===== src/rtl/dmem_arbiter.sv =====
// Round-robin arbiter and access sequencer for two requesters sharing a single-port data memory.
// DONE follows the grant by 2 cycles (read, full or empty write) or 3 (partial write); GNT only in IDLE.
module dmem_arbiter #(
   parameter int ADDRESS_WIDTH = 32,
   parameter int DATA_WIDTH    = 32
) (
   input  logic                       CLK,
   input  logic                       RST_N,
   input  logic                       REQ0,
   input  logic                       REQ1,
   input  logic                       WE0,
   input  logic                       WE1,
   input  logic [ADDRESS_WIDTH-1:0]   A0,
   input  logic [ADDRESS_WIDTH-1:0]   A1,
   input  logic [DATA_WIDTH-1:0]      WD0,
   input  logic [DATA_WIDTH-1:0]      WD1,
   input  logic [DATA_WIDTH/8-1:0]    BE0,
   input  logic [DATA_WIDTH/8-1:0]    BE1,
   output logic                       GNT0,
   output logic                       GNT1,
   output logic                       DONE0,
   output logic                       DONE1,
   output logic [DATA_WIDTH-1:0]      RDATA0,
   output logic [DATA_WIDTH-1:0]      RDATA1,
   output logic [ADDRESS_WIDTH-1:0]   MEM_A,
   output logic [DATA_WIDTH-1:0]      MEM_WD,
   output logic                       MEM_WE,
   input  logic [DATA_WIDTH-1:0]      MEM_RD
);

   localparam int BW = DATA_WIDTH / 8;

   typedef enum logic [1:0] {
      IDLE   = 2'd0,
      ACCESS = 2'd1,
      MERGE  = 2'd2
   } state_t;

   state_t                     state_q, state_d;
   logic                       owner_q, owner_d;
   logic                       we_q, we_d;
   logic [ADDRESS_WIDTH-1:0]   addr_q, addr_d;
   logic [DATA_WIDTH-1:0]      wd_q, wd_d;
   logic [BW-1:0]              be_q, be_d;
   logic [DATA_WIDTH-1:0]      old_q, old_d;
   logic                       last_q, last_d;
   logic [1:0]                 done_q, done_d;
   logic [DATA_WIDTH-1:0]      rdata0_q, rdata0_d;
   logic [DATA_WIDTH-1:0]      rdata1_q, rdata1_d;

   logic                       grant_vld;
   logic                       win;
   logic                       be_full;
   logic                       be_none;
   logic                       partial;
   logic                       unused_addr_lsbs;

   // Low address bits select a byte within the word and play no part in word access.
   assign unused_addr_lsbs = ^{A0[1:0], A1[1:0]};

   // Tie goes to the port that did not win last; a lone requester always wins.
   always_comb begin
      win = 1'b0;
      if (REQ0 && REQ1) begin
         win = ~last_q;
      end else if (REQ1) begin
         win = 1'b1;
      end
   end

   assign grant_vld = (state_q == IDLE) && (REQ0 || REQ1) && RST_N;
   assign be_full   = &be_q;
   assign be_none   = ~|be_q;
   assign partial   = we_q && !be_full && !be_none;

   always_ff @(posedge CLK or negedge RST_N) begin
      if (!RST_N) begin
         state_q <= IDLE;
      end else begin
         state_q <= state_d;
      end
   end

   always_comb begin
      state_d = state_q;
      case (state_q)
         IDLE: begin
            if (grant_vld) begin
               state_d = ACCESS;
            end
         end
         ACCESS: begin
            state_d = partial ? MERGE : IDLE;
         end
         MERGE: begin
            state_d = IDLE;
         end
         default: begin
            state_d = IDLE;
         end
      endcase
   end

   always_comb begin
      GNT0   = grant_vld && !win;
      GNT1   = grant_vld && win;
      MEM_A  = addr_q;
      MEM_WE = 1'b0;
      MEM_WD = wd_q;
      case (state_q)
         ACCESS: begin
            MEM_WE = we_q && be_full;
         end
         MERGE: begin
            MEM_WE = 1'b1;
            for (int i = 0; i < BW; i++) begin
               MEM_WD[i*8 +: 8] = be_q[i] ? wd_q[i*8 +: 8] : old_q[i*8 +: 8];
            end
         end
         default: begin
            MEM_WE = 1'b0;
         end
      endcase
   end

   always_comb begin
      owner_d  = owner_q;
      we_d     = we_q;
      addr_d   = addr_q;
      wd_d     = wd_q;
      be_d     = be_q;
      old_d    = old_q;
      last_d   = last_q;
      done_d   = 2'b00;
      rdata0_d = rdata0_q;
      rdata1_d = rdata1_q;

      if (grant_vld) begin
         owner_d = win;
         last_d  = win;
         if (win) begin
            we_d   = WE1;
            addr_d = {2'b00, A1[ADDRESS_WIDTH-1:2]};
            wd_d   = WD1;
            be_d   = BE1;
         end else begin
            we_d   = WE0;
            addr_d = {2'b00, A0[ADDRESS_WIDTH-1:2]};
            wd_d   = WD0;
            be_d   = BE0;
         end
      end

      if (state_q == ACCESS) begin
         if (!we_q) begin
            if (owner_q) begin
               rdata1_d = MEM_RD;
            end else begin
               rdata0_d = MEM_RD;
            end
         end
         if (partial) begin
            old_d = MEM_RD;
         end
      end

      // DONE lands in the IDLE cycle after the final memory cycle of the access.
      if ((state_q == ACCESS && !partial) || state_q == MERGE) begin
         done_d[owner_q] = 1'b1;
      end
   end

   always_ff @(posedge CLK or negedge RST_N) begin
      if (!RST_N) begin
         owner_q  <= 1'b0;
         we_q     <= 1'b0;
         addr_q   <= '0;
         wd_q     <= '0;
         be_q     <= '0;
         old_q    <= '0;
         last_q   <= 1'b1;
         done_q   <= 2'b00;
         rdata0_q <= '0;
         rdata1_q <= '0;
      end else begin
         owner_q  <= owner_d;
         we_q     <= we_d;
         addr_q   <= addr_d;
         wd_q     <= wd_d;
         be_q     <= be_d;
         old_q    <= old_d;
         last_q   <= last_d;
         done_q   <= done_d;
         rdata0_q <= rdata0_d;
         rdata1_q <= rdata1_d;
      end
   end

   assign DONE0  = done_q[0];
   assign DONE1  = done_q[1];
   assign RDATA0 = rdata0_q;
   assign RDATA1 = rdata1_q;

endmodule


===== config.mk =====
export PLATFORM = sky130hd
export DESIGN_NAME = dmem_arbiter
export DESIGN_NICKNAME = d
export VERILOG_FILES = /design/src/rtl/dmem_arbiter.sv
export SDC_FILE = /design/constraint.sdc
export NUM_CORES = 1
export LEC_CHECK = 0
export ABC_AREA = 1
export CAP_MARGIN = 20
export CORE_AREA = 2 2 119 121
export DETAILED_ROUTE_END_ITERATION = 7
export DIE_AREA = 0 0 121 123
export DONT_BUFFER_PORTS = 1
export GPL_ROUTABILITY_DRIVEN = 0
export PLACE_DENSITY = 0.76
export SETUP_SLACK_MARGIN = 0.05
export SLEW_MARGIN = 15
export SYNTH_ARGS = -nofsm -noshare
export SYNTH_HDL_FRONTEND = slang
export SYNTH_SLANG_ARGS = --single-unit

===== constraint.sdc =====
create_clock -name CLK -period 4.95 [get_ports CLK]
set_clock_uncertainty 0.1 [all_clocks]
set_input_delay 0.7425 -clock CLK [delete_from_list [all_inputs] [get_ports CLK]]
set_output_delay 0.7425 -clock CLK [all_outputs]
set_load 0.01 [all_outputs]

# Yosys cells after proc, flatten, opt, wreduce, memory -nomap -nowiden
# Cells that the tools add are included.
[op_classes]
n_lt_le_gt_ge = 2
eq_ne = 3
n_mux = 18
n_bitwise = 3
reduce_logical = 21
[ops]
columns = ["operator", "count"]
rows = [
  ["2-to-1 mux 32 bit", 2],
  ["2-to-1 mux 8 bit", 4],
  ["2-to-1 mux 30 bit", 1],
  ["logical AND 1 bit", 10],
  ["2-to-1 mux 2 bit", 3],
  ["AND reduction 3 bit", 2],
  ["2-to-1 mux 1 bit", 4],
  ["2-to-1 mux 4 bit", 1],
  ["case mux 2 bit (2 select lines)", 1],
  ["AND reduction 4 bit", 1],
  ["OR reduction 4 bit", 1],
  ["logical NOT 1 bit", 3],
  ["inverter 1 bit", 3],
  ["== test 2 x 1 -> 1 bit (second input constant)", 1],
  ["== test 2 bit (second input constant)", 1],
  ["logical NOT 2 bit", 1],
  ["logical OR 1 bit", 2],
  ["less-than comparator 1 x 2 -> 1 bit (second input constant)", 1],
  ["!= test 2 bit (second input constant)", 1],
  ["case mux 1 bit (2 select lines)", 1],
  ["AND reduction 2 bit", 1],
  ["demux 1 bit (select 1 bit)", 1],
  ["greater-or-equal comparator 1 bit (second input constant)", 1],
]
[totals]
ff_bits = 171
input_bits = 174
output_inout_bits = 133
wordCells = 58

# Longest topological paths before layout
# Gate-level depths: netlist (run 1).
[logic_depth]
depth_word = 8
depth_mapped = 10
depth_no_buf = 8

# Worst setup path before layout (run 1)
# Ideal clock, no wire load.
[synth_path]
kind = "register to output"
from = "reg state_q[0]"
to = "out MEM_WD[0]"
t_arrival_ns = 1.537
required_ns = 4.108
slack_ns = 2.570
path_stages_with_launch = 8
n_path_buf = 2
path_cell_list = "dfrtp_1 > inv_1 > ha_1 > inv_1 > or2_2 > clkbuf_1 > buf_2 > o21ai_0"
[synth_between]
elab_chain_cells = 2
[synth_lines]
columns = ["item", "line_no", "text"]
rows = [
  ["start, declared", "39", "state_t state_q, state_d;"],
  ["start signal, assigned", "80", "state_q <= state_d;"],
  ["== test 2 bit", "110", "case (state_q)"],
  ["2-to-1 mux 32 bit", "110", ""],
  ["end, declared", "26", "output logic [DATA_WIDTH-1:0] MEM_WD,"],
]
# No other way between the ends.

# Final worst setup path (run 1)
[layout_path]
from = "reg state_q[0]"
to = "out MEM_WD[20]"
# The elaborated chain is that of the path after synthesis.

==> reports/metrics.sh, run 1 <==
POST_CTS_RESIZE_COUNT=0
FIRST_PASS_GRT_WIRE_LENGTH_MM=29.2
SYN_AREA_PER_CELL_UM2=8.19
RSZ0062_AT_GRT='false'
WORST-PATH-MAX-FANOUT=16
FIRST_GLOBAL_VIAS=5473
FIN_CRIT_SH_PCT=61.0
ROUTED-VIA-COUNT=5624
REMAINING_DRC_ERRORS=0
RELSLEWSLACK_PCT=47.4
NUMCTSBUFFERS=17
NETLIST_AREA_UM2=7300
FIRST_ITER_VIOLATIONS=362
FINALWORSTPATHREQUIREDPERIOD_NS=3.02
POSTPLACECELLAREA_UM2=7370
CLOCK_TREE.HTREE_LEVEL_COUNT=4
CLKSLEWWORSTSETUPHOLDPATHS_NS=0.06
TIMING.FINAL.MAX_SLEW_VIOLATIONS=0
LAYOUT.CELLS.NON_FILLER=1063
FINALHOLDVIOLCOUNT=0
FINAL.HOLD.WORST_SLACK_NS=0.0619
LAYOUT-DRIVE-GT1-SHARE_PCT=6.12
CORE_AREA_UM2=13600
AVGVIACOUNTPERCELL=5.29
WORST-ENDPOINT-REQUIRED_NS=4.11
NETLIST_TOP_CELLS_AREA='dfrtp_1 58%, nand2_1 21%, o21ai_0 6.7%, nand3_1 4.7%, inv_1 3.9%'
FINAL-SEQ-AREA_UM2=4230
OUTCOME='completed'
CTSROOTBUFFERMASTER='clkbuf_16'
IO_PINS=307
LAYOUT-AREA-OVERHEAD-VS-SYNTH_PCT=9.70
FINAL_INSTANCE_AREA_UM2=8010
COUNT_OF_FILL_CELLS_ADDED_DURING_FILLER_INSERTION=1198
POST_SYNTH_NUM_CELL_TYPES=24
STARTPOINT_TYPE='flop'
WORST-SETUP-PATH-TYPE='reg2out'
FINALCOREUTILIZATION_PCT=58.8
DIE_H_UM=123
SETUP_VIOL=0
ROWS=43
DRT_ANTENNA_NET_COUNT=0
YOSYS_WARNINGS=0
PWR_DENSITY_CELL_nW_PER_UM2=723
NUMBER_OF_SYNTHESIZED_REGISTER_BITS=169
DIE-WIDTH_UM=121
HPWLAFTERDP_MM=13.7
CTS.SINK_COUNT=169
SETUP.WORST_PATH.END_CLASS='output pin'
BUFFER_PORTS.INSERTED=0
FIN_TNS_SETUP_NS=0
CLOCK.FMAX_GHz=0.331
DR.PASS1.ITERS=4
LARGEST_NET_DEGREE_AT_THE_START_OF_GLOBAL_ROUTING=169
INITIAL_ANTENNA_VIOLATION_COUNT=0
SYNTH_SEQUENTIAL_AREA_RATIO_PCT=57.9
POWER.LEAKAGE_nW=4.11
FINALWIRELENGTH_MM=19.2
USE_MET2_PCT=44.9
GRT_BUSIEST_LAYER='met2'
GRT_UTIL_MET3_PCT=9.64
TRITONCTS='yes'
MOSTFREQUENTLAYOUTCELLS='403 x nand2_1, 168 x dfrtp_1, 98 x o21ai_0'
LAYOUT_COMMONEST_CELL='nand2_1'
POST-PLACE-CELLS=1030
WORSTPATHARRIVAL_NS=2.18
DRT-WIRELENGTH-PER-CELL_UM=18.0
WORSTSKEWPAIRLATENCY_NS=0.42
HOLDCRITPATHCLASS='in2async'
GR-USAGE-ALL-LAYERS_PCT=26.1
YOSYS.AREA.TOP_TYPE_SHARE_PCT=57.6
GRT_USE_MET1_PCT=29.2
DIEAREA_UM2=14900
NETLIST_INSTANCES=891
CTS_MAX_PATH_BUFFERS=2
YOSYSTOPAREACELL='dfrtp_1'
NUM_ANTENNA_CELLS=0
NNETSFINAL=1048
INITIAL_CORE_UTILIZATION_PCT=53.6
VDD_IR_DROP_MAX_uV=360
GRT_REMAINING_OVERFLOW=0
WORST_PIN_SLEW_NS=0.789
MULTI_INPUT_COMB_AREA_UM2=2550
CAP_VIOL_MAX_COUNT=0
[logic make-up (layout without fill, tap and decap cells)]
family	count (synthesis)	in the layout	share of synthesized area, %
AND/OR/NAND/NOR	489	489	27.0
flip-flops	169	169	57.9
buffers and inverters	126	117	7.30
AO/OA/AOI/OAI	102	102	7.03
adder cells (fa/ha/maj)	4	4	0.686
other	1	2	0.0514
[per-stage QoR]
| stage | worst slack (ns) | power (W) |
|---|---|---|
| after global placement | 2.30 | 0.00433 |
| after floorplan | 2.57 | 0.00392 |
| after detailed placement | 2.32 | 0.00444 |
| after global routing | 1.76 | 0.00625 |
| final | 1.93 | 0.00579 |
| after CTS | 1.92 | 0.00584 |
[what timing repair did]
| action | CTS | global route |
|---|---|---|
| endpoints found under the hold margin | 168 | 0 |
| setup buffers | 0 | 0 |
| hold buffers | 1 | 0 |
[sequential cells by signal (all words and copies together) (netlist names)]
signal   cells
done_q       2
last_q       1
wd_q        32
we_q         1
MEM_A       30
RDATA0      32
old_q       32
owner_q      1
be_q         4
RDATA1      32
state_q      2
[routing by layer]
layer	routed length [um]	up-vias
li1	-	2709
met1	6930	2627
met2	9870	250
met3	1820	38
met4	541	0
met5	0	-
[where the power goes]
group / switching, W / internal, W / total [W]
clock network: 0.000576 / 0.000786 / 0.00136
registers: 0.000655 / 0.00207 / 0.00272
logic: 0.00114 / 0.000571 / 0.00171
total: 0.00237 / 0.00343 / 0.00579
[synth_stat cells, drive strengths merged]
master / instances
nor2: 9
dfrtp: 168
nand2: 404
clkbuf: 24
conb: 1
nand3: 70
a21boi: 1
or2: 4
o21ai: 98
ha: 4
nand4: 2
buf: 26
inv: 76
a21oi: 3
dfstp: 1
[final cells by class]
class	count	share of cell area, %
sequential	169	52.8
timing repair buffer	9	1.34
clock buffer	19	5.66
multi-input combinational	597	31.8
inverter	76	3.56
clock inverter	13	2.02
tap	180	2.81
[worst max-delay path: stages, from the launching register on]
cell and delay [ns]:
dfrtp_1 0.38, inv_1 0.14, ha_1 0.16, inv_1 0.10, or2_2 0.43, o21ai_0 0.54
[path summary, 6_finish.rpt]
path / from / end / slack [ns] / depth (start not counted)
min reg2reg: last_q$_DFFE_PN1P_ / last_q$_DFFE_PN1P_ / 0.38 / 2
min: RST_N / last_q$_DFFE_PN1P_ / 0.06 / 0
min in group CLK: MEM_RD[25] / old_q[25]$_DFFE_PN0P_ / 0.33 / 2
max reg2reg: state_q[0]$_DFFE_PN0P_ / wd_q[9]$_DFFE_PN0P_ / 2.46 / 9
max: state_q[0]$_DFFE_PN0P_ / MEM_WD[20] / 1.93 / 5
max in group asynchronous: RST_N / state_q[1]$_DFFE_PN0P_ / 3.94 / 1
Power figures use the tool's default switching activity.
==> inputs of run 2 (changes only) <==
- CORE_AREA: 2 2 119 121 -> not set
- CORE_ASPECT_RATIO: not set -> 0.6
- CORE_UTILIZATION: not set -> 63
- DIE_AREA: 0 0 121 123 -> not set
- PLACE_DENSITY: 0.76 -> 0.86
- clock period: 4.95 -> 3.1 ns (I/O delays scaled with it)
==> run 2 against run 1 <==
Sequential power increased by 59%. Via count is 1.5% higher. Largest power group unchanged. Global-route usage grew 3.5 points. Highest routed layer unchanged. Combinational power rose by 56%. The run now ends with negative hold slack left. Largest cell class unchanged. Final cell count is 1.8% lower. Setup slack got worse by 1.5 ns. Clock-buffer cell count decreased by 1.
==> reports/metrics.sh, run 2 (synthesized netlist as in run 1, its figures left out) <==
OUTCOME='finished, violations left'
FAILING_CHECKS='negative hold slack'
CTS.SINK_COUNT=169  # unchanged
TIMING.FINAL.WS_SETUP_NS=0.437  # -1.49 ns
DIE-WIDTH_UM=141  # +17%
FIRST_PASS_GRT_WIRE_LENGTH_MM=27.1  # -7.3%
TRITONCTS='yes'
WORST-SETUP-PATH-TYPE='reg2out'
FINAL.HOLD.WORST_SLACK_NS=-0.361  # -0.423 ns
FIN_TNS_SETUP_NS=0  # unchanged
TIMING.FINAL.MAX_SLEW_VIOLATIONS=0  # unchanged
POSTCTSSETUPBUFFERS=0  # unchanged
MOSTFREQUENTLAYOUTCELLS='403 x nand2_1, 168 x dfrtp_1, 98 x o21ai_0'
CAP_VIOL_MAX_COUNT=0  # unchanged
VDD_IR_DROP_MAX_uV=551  # +53%
HPWLAFTERDP_MM=12.2  # -11%
LAYOUT-DRIVE-GT1-SHARE_PCT=6.11  # -0.0069 points
LAYOUT_COMMONEST_CELL='nand2_1'
NNETSFINAL=1049  # +0.095%
BUFFER_PORTS.INSERTED=0  # unchanged
FINALHOLDVIOLCOUNT=169  # +169
LAYOUT.CELLS.NON_FILLER=1044  # -1.8%
RSZ0062_AT_GRT='false'
GRT_REMAINING_OVERFLOW=0  # unchanged
GR-USAGE-ALL-LAYERS_PCT=29.6  # +3.5 points
LARGEST_NET_DEGREE_AT_THE_START_OF_GLOBAL_ROUTING=171  # +1.2%
FIN_CRIT_SH_PCT=85.9
POST-PLACE-CELLS=1011  # -1.8%
POST-PLACE-WS_NS=0.667  # -1.66 ns
FINALWORSTPATHREQUIREDPERIOD_NS=2.66
FINALWIRELENGTH_MM=17.7  # -7.6%
NUM_ANTENNA_CELLS=0  # unchanged
POWER.LEAKAGE_nW=4.11  # -0.16%
REMAINING_DRC_ERRORS=0  # unchanged
FINAL-SEQ-AREA_UM2=4230  # unchanged
SETUP_VIOL=0  # unchanged
CLKSLEWWORSTSETUPHOLDPATHS_NS=0.07  # about the same
FIRST_GLOBAL_VIAS=5370  # -1.9%
ROWS=30  # -30%
AVGVIACOUNTPERCELL=5.47  # +3.4%
FIRST_ITER_VIOLATIONS=407  # +12%
COUNT_OF_FILL_CELLS_ADDED_DURING_FILLER_INSERTION=884  # -26%
DIE_H_UM=85.4  # -31%
ROUTED-VIA-COUNT=5709  # +1.5%
WORST_PIN_SLEW_NS=0.716  # -0.0723 ns
RELSLEWSLACK_PCT=52.1  # +4.7 points
CTSROOTBUFFERMASTER='clkbuf_16'
HOLDCRITPATHCLASS='in2async'
CORE_AREA_UM2=11300  # -17%
CTS_MAX_PATH_BUFFERS=2  # unchanged
DIEAREA_UM2=12000  # -19%
CLOCK_TREE.HTREE_LEVEL_COUNT=4  # unchanged
INITIAL_CORE_UTILIZATION_PCT=64.6  # +11 points
WORSTSKEWPAIRLATENCY_NS=0.41  # about the same
LAYOUT-AREA-OVERHEAD-VS-SYNTH_PCT=8.89
STARTPOINT_TYPE='flop'
POSTPLACECELLAREA_UM2=7330  # -0.51%
NUMCTSBUFFERS=17  # unchanged
DR.PASS1.ITERS=5  # +1
POST_CTS_RESIZE_COUNT=0  # unchanged
IO_PINS=307  # unchanged
INITIAL_ANTENNA_VIOLATION_COUNT=0  # unchanged
MULTI_INPUT_COMB_AREA_UM2=2550  # unchanged
DRT-WIRELENGTH-PER-CELL_UM=17.0  # -5.9%
SETUP.WORST_PATH.END_CLASS='output pin'
WORST-PATH-MAX-FANOUT=16  # unchanged
FINAL_INSTANCE_AREA_UM2=7950  # -0.73%
CLOCK.FMAX_GHz=0.376
PWR_DENSITY_CELL_nW_PER_UM2=1150  # +59%
WORST-ENDPOINT-REQUIRED_NS=2.53  # -1.58 ns
DRT_ANTENNA_NET_COUNT=0  # unchanged
WORSTPATHARRIVAL_NS=2.10  # -0.08 ns
[run 2: changes by cell type in the layout (fill, tap and decap cells not counted)]
cell | previous run | this run
clkbuf_1 | 0 | 1
buf_4 | 7 | 9
buf_16 | 2 | 0
inv_8 | 1 | 4
clkbuf_8 | 2 | 0
clkinvlp_4 | 1 | 0
clkinv_8 | 1 | 0
buf_12 | 0 | 1
inv_6 | 4 | 6
clkinv_4 | 3 | 1
[run 2: worst paths after layout]
check                                  startpoint               endpoint  slack [ns]  cells past startpoint
setup / recovery           state_q[0]$_DFFE_PN0P_              MEM_WD[8]        0.44                      5
hold / removal                              RST_N  MEM_A[15]$_DFFE_PN0P_       -0.36                      0
setup reg to reg           state_q[0]$_DFFE_PN0P_  MEM_A[10]$_DFFE_PN0P_        0.88                      9
hold reg to reg                last_q$_DFFE_PN1P_     last_q$_DFFE_PN1P_        0.38                      2
max in group asynchronous                   RST_N   old_q[8]$_DFFE_PN0P_        3.07                      0
min in group CLK                       MEM_RD[19]  old_q[19]$_DFFE_PN0P_        0.05                      2
[run 2: worst max-delay path, cell delays in order, from the launching register on]
cell and delay, ns:
dfrtp_1 0.38, inv_1 0.13, ha_1 0.16, inv_1 0.10
or2_2 0.43, o21ai_0 0.49
[run 2: per-stage QoR]
step | util (%) | total power (W)
after global routing | 70.4 | 0.00978
after floorplan | - | 0.00626
final | 70.4 | 0.00916
after global placement | 64.9 | 0.00680
after detailed placement | 64.9 | 0.00696
after CTS | 70.2 | 0.00916
[run 2: power breakdown]
group	internal (W)	switching, W	total (W)
Sequential	0.00330	0.00102	0.00433
Combinational	0.000902	0.00176	0.00266
Clock	0.00123	0.000943	0.00217
[run 2: final cells by class]
cell class,instances,area share (%)
clock buffers,18,5.40
clock inverters,14,2.16
inverters,76,3.59
multi-input cells,597,32.0
flip-flops and latches,169,53.2
well taps,160,2.52
repair buffers,10,1.10
[run 2: layer usage]
layer	track usage [%]	vias up	part of all wire [%]
li1	-	2714	-
met2	49.5	251	49
met5	0	-	0
met4	8.89	0	1.2
met1	37.0	2727	41
met3	9.99	17	8.9
==> inputs of run 3 (changes only) <==
- PLACE_DENSITY: 0.86 -> 0.79
==> run 3 against run 2 <==
The flow still finishes with violations (negative hold slack). Setup slack worse by 0.060 ns. First-iteration DRC count up 24%. Final area about the same. Critical path depth unchanged. Critical endpoint is now MEM_WD[17]. Largest power group unchanged.
==> reports/metrics.sh, run 3 (synthesized netlist as in run 1, its figures left out) <==
WORSTPATHCELLLIST='inv_1 > ha_1 > inv_1 > or2_2 > o21ai_0'
RSZ0062_AT_GRT='false'
CPPEAKSTAGEDELAY_NS=0.54  # +0.05 ns
FAILING_CHECKS='negative hold slack'
WORSTSKEWPAIRLATENCY_NS=0.42  # about the same
IO_PINS=307  # unchanged
POSTCTSSETUPBUFFERS=0  # unchanged
LAYOUT-DRIVE-GT1-SHARE_PCT=6.00  # -0.11 points
LARGEST_NET_DEGREE_AT_THE_START_OF_GLOBAL_ROUTING=171  # unchanged
DIE-WIDTH_UM=141  # unchanged
CTSROOTBUFFERMASTER='clkbuf_16'
WORST-ENDPOINT-REQUIRED_NS=2.53  # about the same
WORST_PIN_SLEW_NS=0.706  # -0.0100 ns
DRT-WIRELENGTH-PER-CELL_UM=17.3  # +2.0%
DIE_H_UM=85.4  # unchanged
CAP_VIOL_MAX_COUNT=0  # unchanged
PWR_DENSITY_CELL_nW_PER_UM2=1150  # about the same
RR_STARTPOINT='state_q[0]$_DFFE_PN0P_'
TIMING.FINAL.MAX_SLEW_VIOLATIONS=0  # unchanged
SETUP.WORST_PATH.END_CLASS='output pin'
LAYOUT-AREA-OVERHEAD-VS-SYNTH_PCT=8.79  # about the same
WORSTPATHARRIVAL_NS=2.16  # +0.06 ns
INITIAL_CORE_UTILIZATION_PCT=64.6  # unchanged
ROWS=30  # unchanged
NUMCTSBUFFERS=17  # unchanged
ROUTED-VIA-COUNT=5848  # +2.4%
FINALWIRELENGTH_MM=18.0  # +1.9%
DIEAREA_UM2=12000  # unchanged
DRT_ANTENNA_NET_COUNT=0  # unchanged
GRT_REMAINING_OVERFLOW=0  # unchanged
CRIT_TOP_CELL='inv_1'
SETUP.REG_TO_REG.WORST_SLACK_NS=0.94  # +0.06 ns
INITIAL_ANTENNA_VIOLATION_COUNT=0  # unchanged
CTS.SINK_COUNT=169  # unchanged
WORST-SETUP-PATH-TYPE='reg2out'
POSTPLACECELLAREA_UM2=7320  # -0.10%
HOLDCRITPATHCLASS='in2async'
RELSLEWSLACK_PCT=52.9  # +0.78 points
FINAL.HOLD.WORST_SLACK_NS=-0.368  # -0.00707 ns
BUFFER_PORTS.INSERTED=0  # unchanged
FINAL_INSTANCE_AREA_UM2=7940  # about the same
FIRST_GLOBAL_VIAS=5578  # +3.9%
POWER.LEAKAGE_nW=4.10  # -0.24%
STARTPOINT_TYPE='flop'
WORST-PATH-MAX-FANOUT=16  # unchanged
LAYOUT_COMMONEST_CELL='nand2_1'
MOSTFREQUENTLAYOUTCELLS='403 x nand2_1, 168 x dfrtp_1, 98 x o21ai_0'
NUM_ANTENNA_CELLS=0  # unchanged
CLKSLEWWORSTSETUPHOLDPATHS_NS=0.07  # about the same
CTS_MAX_PATH_BUFFERS=2  # unchanged
WORST_R2R_PATH_DEPTH=9  # unchanged
VDD_IR_DROP_MAX_uV=608  # +10%
CLOCK.FMAX_GHz=0.367  # -2.2%
FIN_CRIT_SH_PCT=87.8  # +1.9 points
OUTCOME='finished, violations left'
NNETSFINAL=1048  # -0.095%
HPWLAFTERDP_MM=12.7  # +3.8%
FIN_TNS_SETUP_NS=0  # unchanged
R2R-END='wd_q[29]$_DFFE_PN0P_'
REMAINING_DRC_ERRORS=0  # unchanged
FIRST_PASS_GRT_WIRE_LENGTH_MM=27.5  # +1.5%
FINALWORSTPATHREQUIREDPERIOD_NS=2.72  # +0.0598 ns
FINALCOREUTILIZATION_PCT=70.3  # about the same
FINALHOLDVIOLCOUNT=169  # unchanged
GR-USAGE-ALL-LAYERS_PCT=29.9  # +0.27 points
FIRST_ITER_VIOLATIONS=505  # +24%
CORE_AREA_UM2=11300  # unchanged
CLOCK_TREE.HTREE_LEVEL_COUNT=4  # unchanged
TRITONCTS='yes'
P_TOTAL_W=0.00914  # -0.14%
SLOWEST_STAGE_CELL_ON_THE_CRITICAL_PATH='o21ai_0'
DR.PASS1.ITERS=6  # +1
SETUP_VIOL=0  # unchanged
AVGVIACOUNTPERCELL=5.61  # +2.5%
-- run 3: per-stage QoR --
step	std cells	worst slack, ns	hold WS, ns
2_1_floorplan	892	0.998	0.0694
3_3_place_gp	1010	0.810	0.0728
3_5_place_dp	1010	0.641	0.0731
4_1_cts	1042	0.408	-0.379
5_1_grt	1043	0.239	-0.385
6_report	1043	0.378	-0.368
-- run 3: worst max path at each step --
stage | start | to | depth (start not counted)
6_report | state_q[0]$_DFFE_PN0P_ | MEM_WD[17] | 5
5_1_grt | state_q[0]$_DFFE_PN0P_ | MEM_WD[17] | 5
4_1_cts | state_q[0]$_DFFE_PN0P_ | MEM_WD[17] | 5
3_5_place_dp | state_q[1]$_DFFE_PN0P_ | RDATA1[11]$_DFFE_PN0P_ | 4
3_3_place_gp | state_q[1]$_DFFE_PN0P_ | RDATA1[13]$_DFFE_PN0P_ | 4
2_1_floorplan | state_q[0]$_DFFE_PN0P_ | MEM_WD[0] | 7
-- run 3: layer usage --
metal  GRT usage [%]  share of wire, %  vias to the layer above
met5               0                 0                        -
met4            10.6               1.6                        0
met3            10.6                10                       31
met2            49.3                48                      323
met1            36.9                40                     2781
li1                -                 -                     2713
-- run 3: power breakdown --
part	internal, W	leakage, nW	total (W)	switching, W
Clock	0.00117	0.292	0.00212	0.000955
Sequential	0.00330	2.09	0.00433	0.00103
Combinational	0.000900	1.72	0.00269	0.00179
Total	0.00537	4.10	0.00914	0.00377
-- run 3: repair_timing --
item,CTS,global route
endpoints found under the setup margin,0,0
gates resized for setup,0,0
endpoints found under the hold margin,169,169
-- run 3: worst max-delay path: cells and delay by family (launching register included) --
kind / cells / cell delay (ns)
compound gates: 1 / 0.54
simple gates: 1 / 0.44
flops: 1 / 0.38
buf+inv: 2 / 0.23
fa+ha+maj: 1 / 0.16
-- run 3: layout make-up --
cell class	instances	area, um^2
flip-flops and latches	169	4230
fillers	868	3360
multi-input cells	597	2550
clock buffers	19	443
inverters	76	285
well taps	160	200
clock inverters	13	150
repair buffers	9	80.1
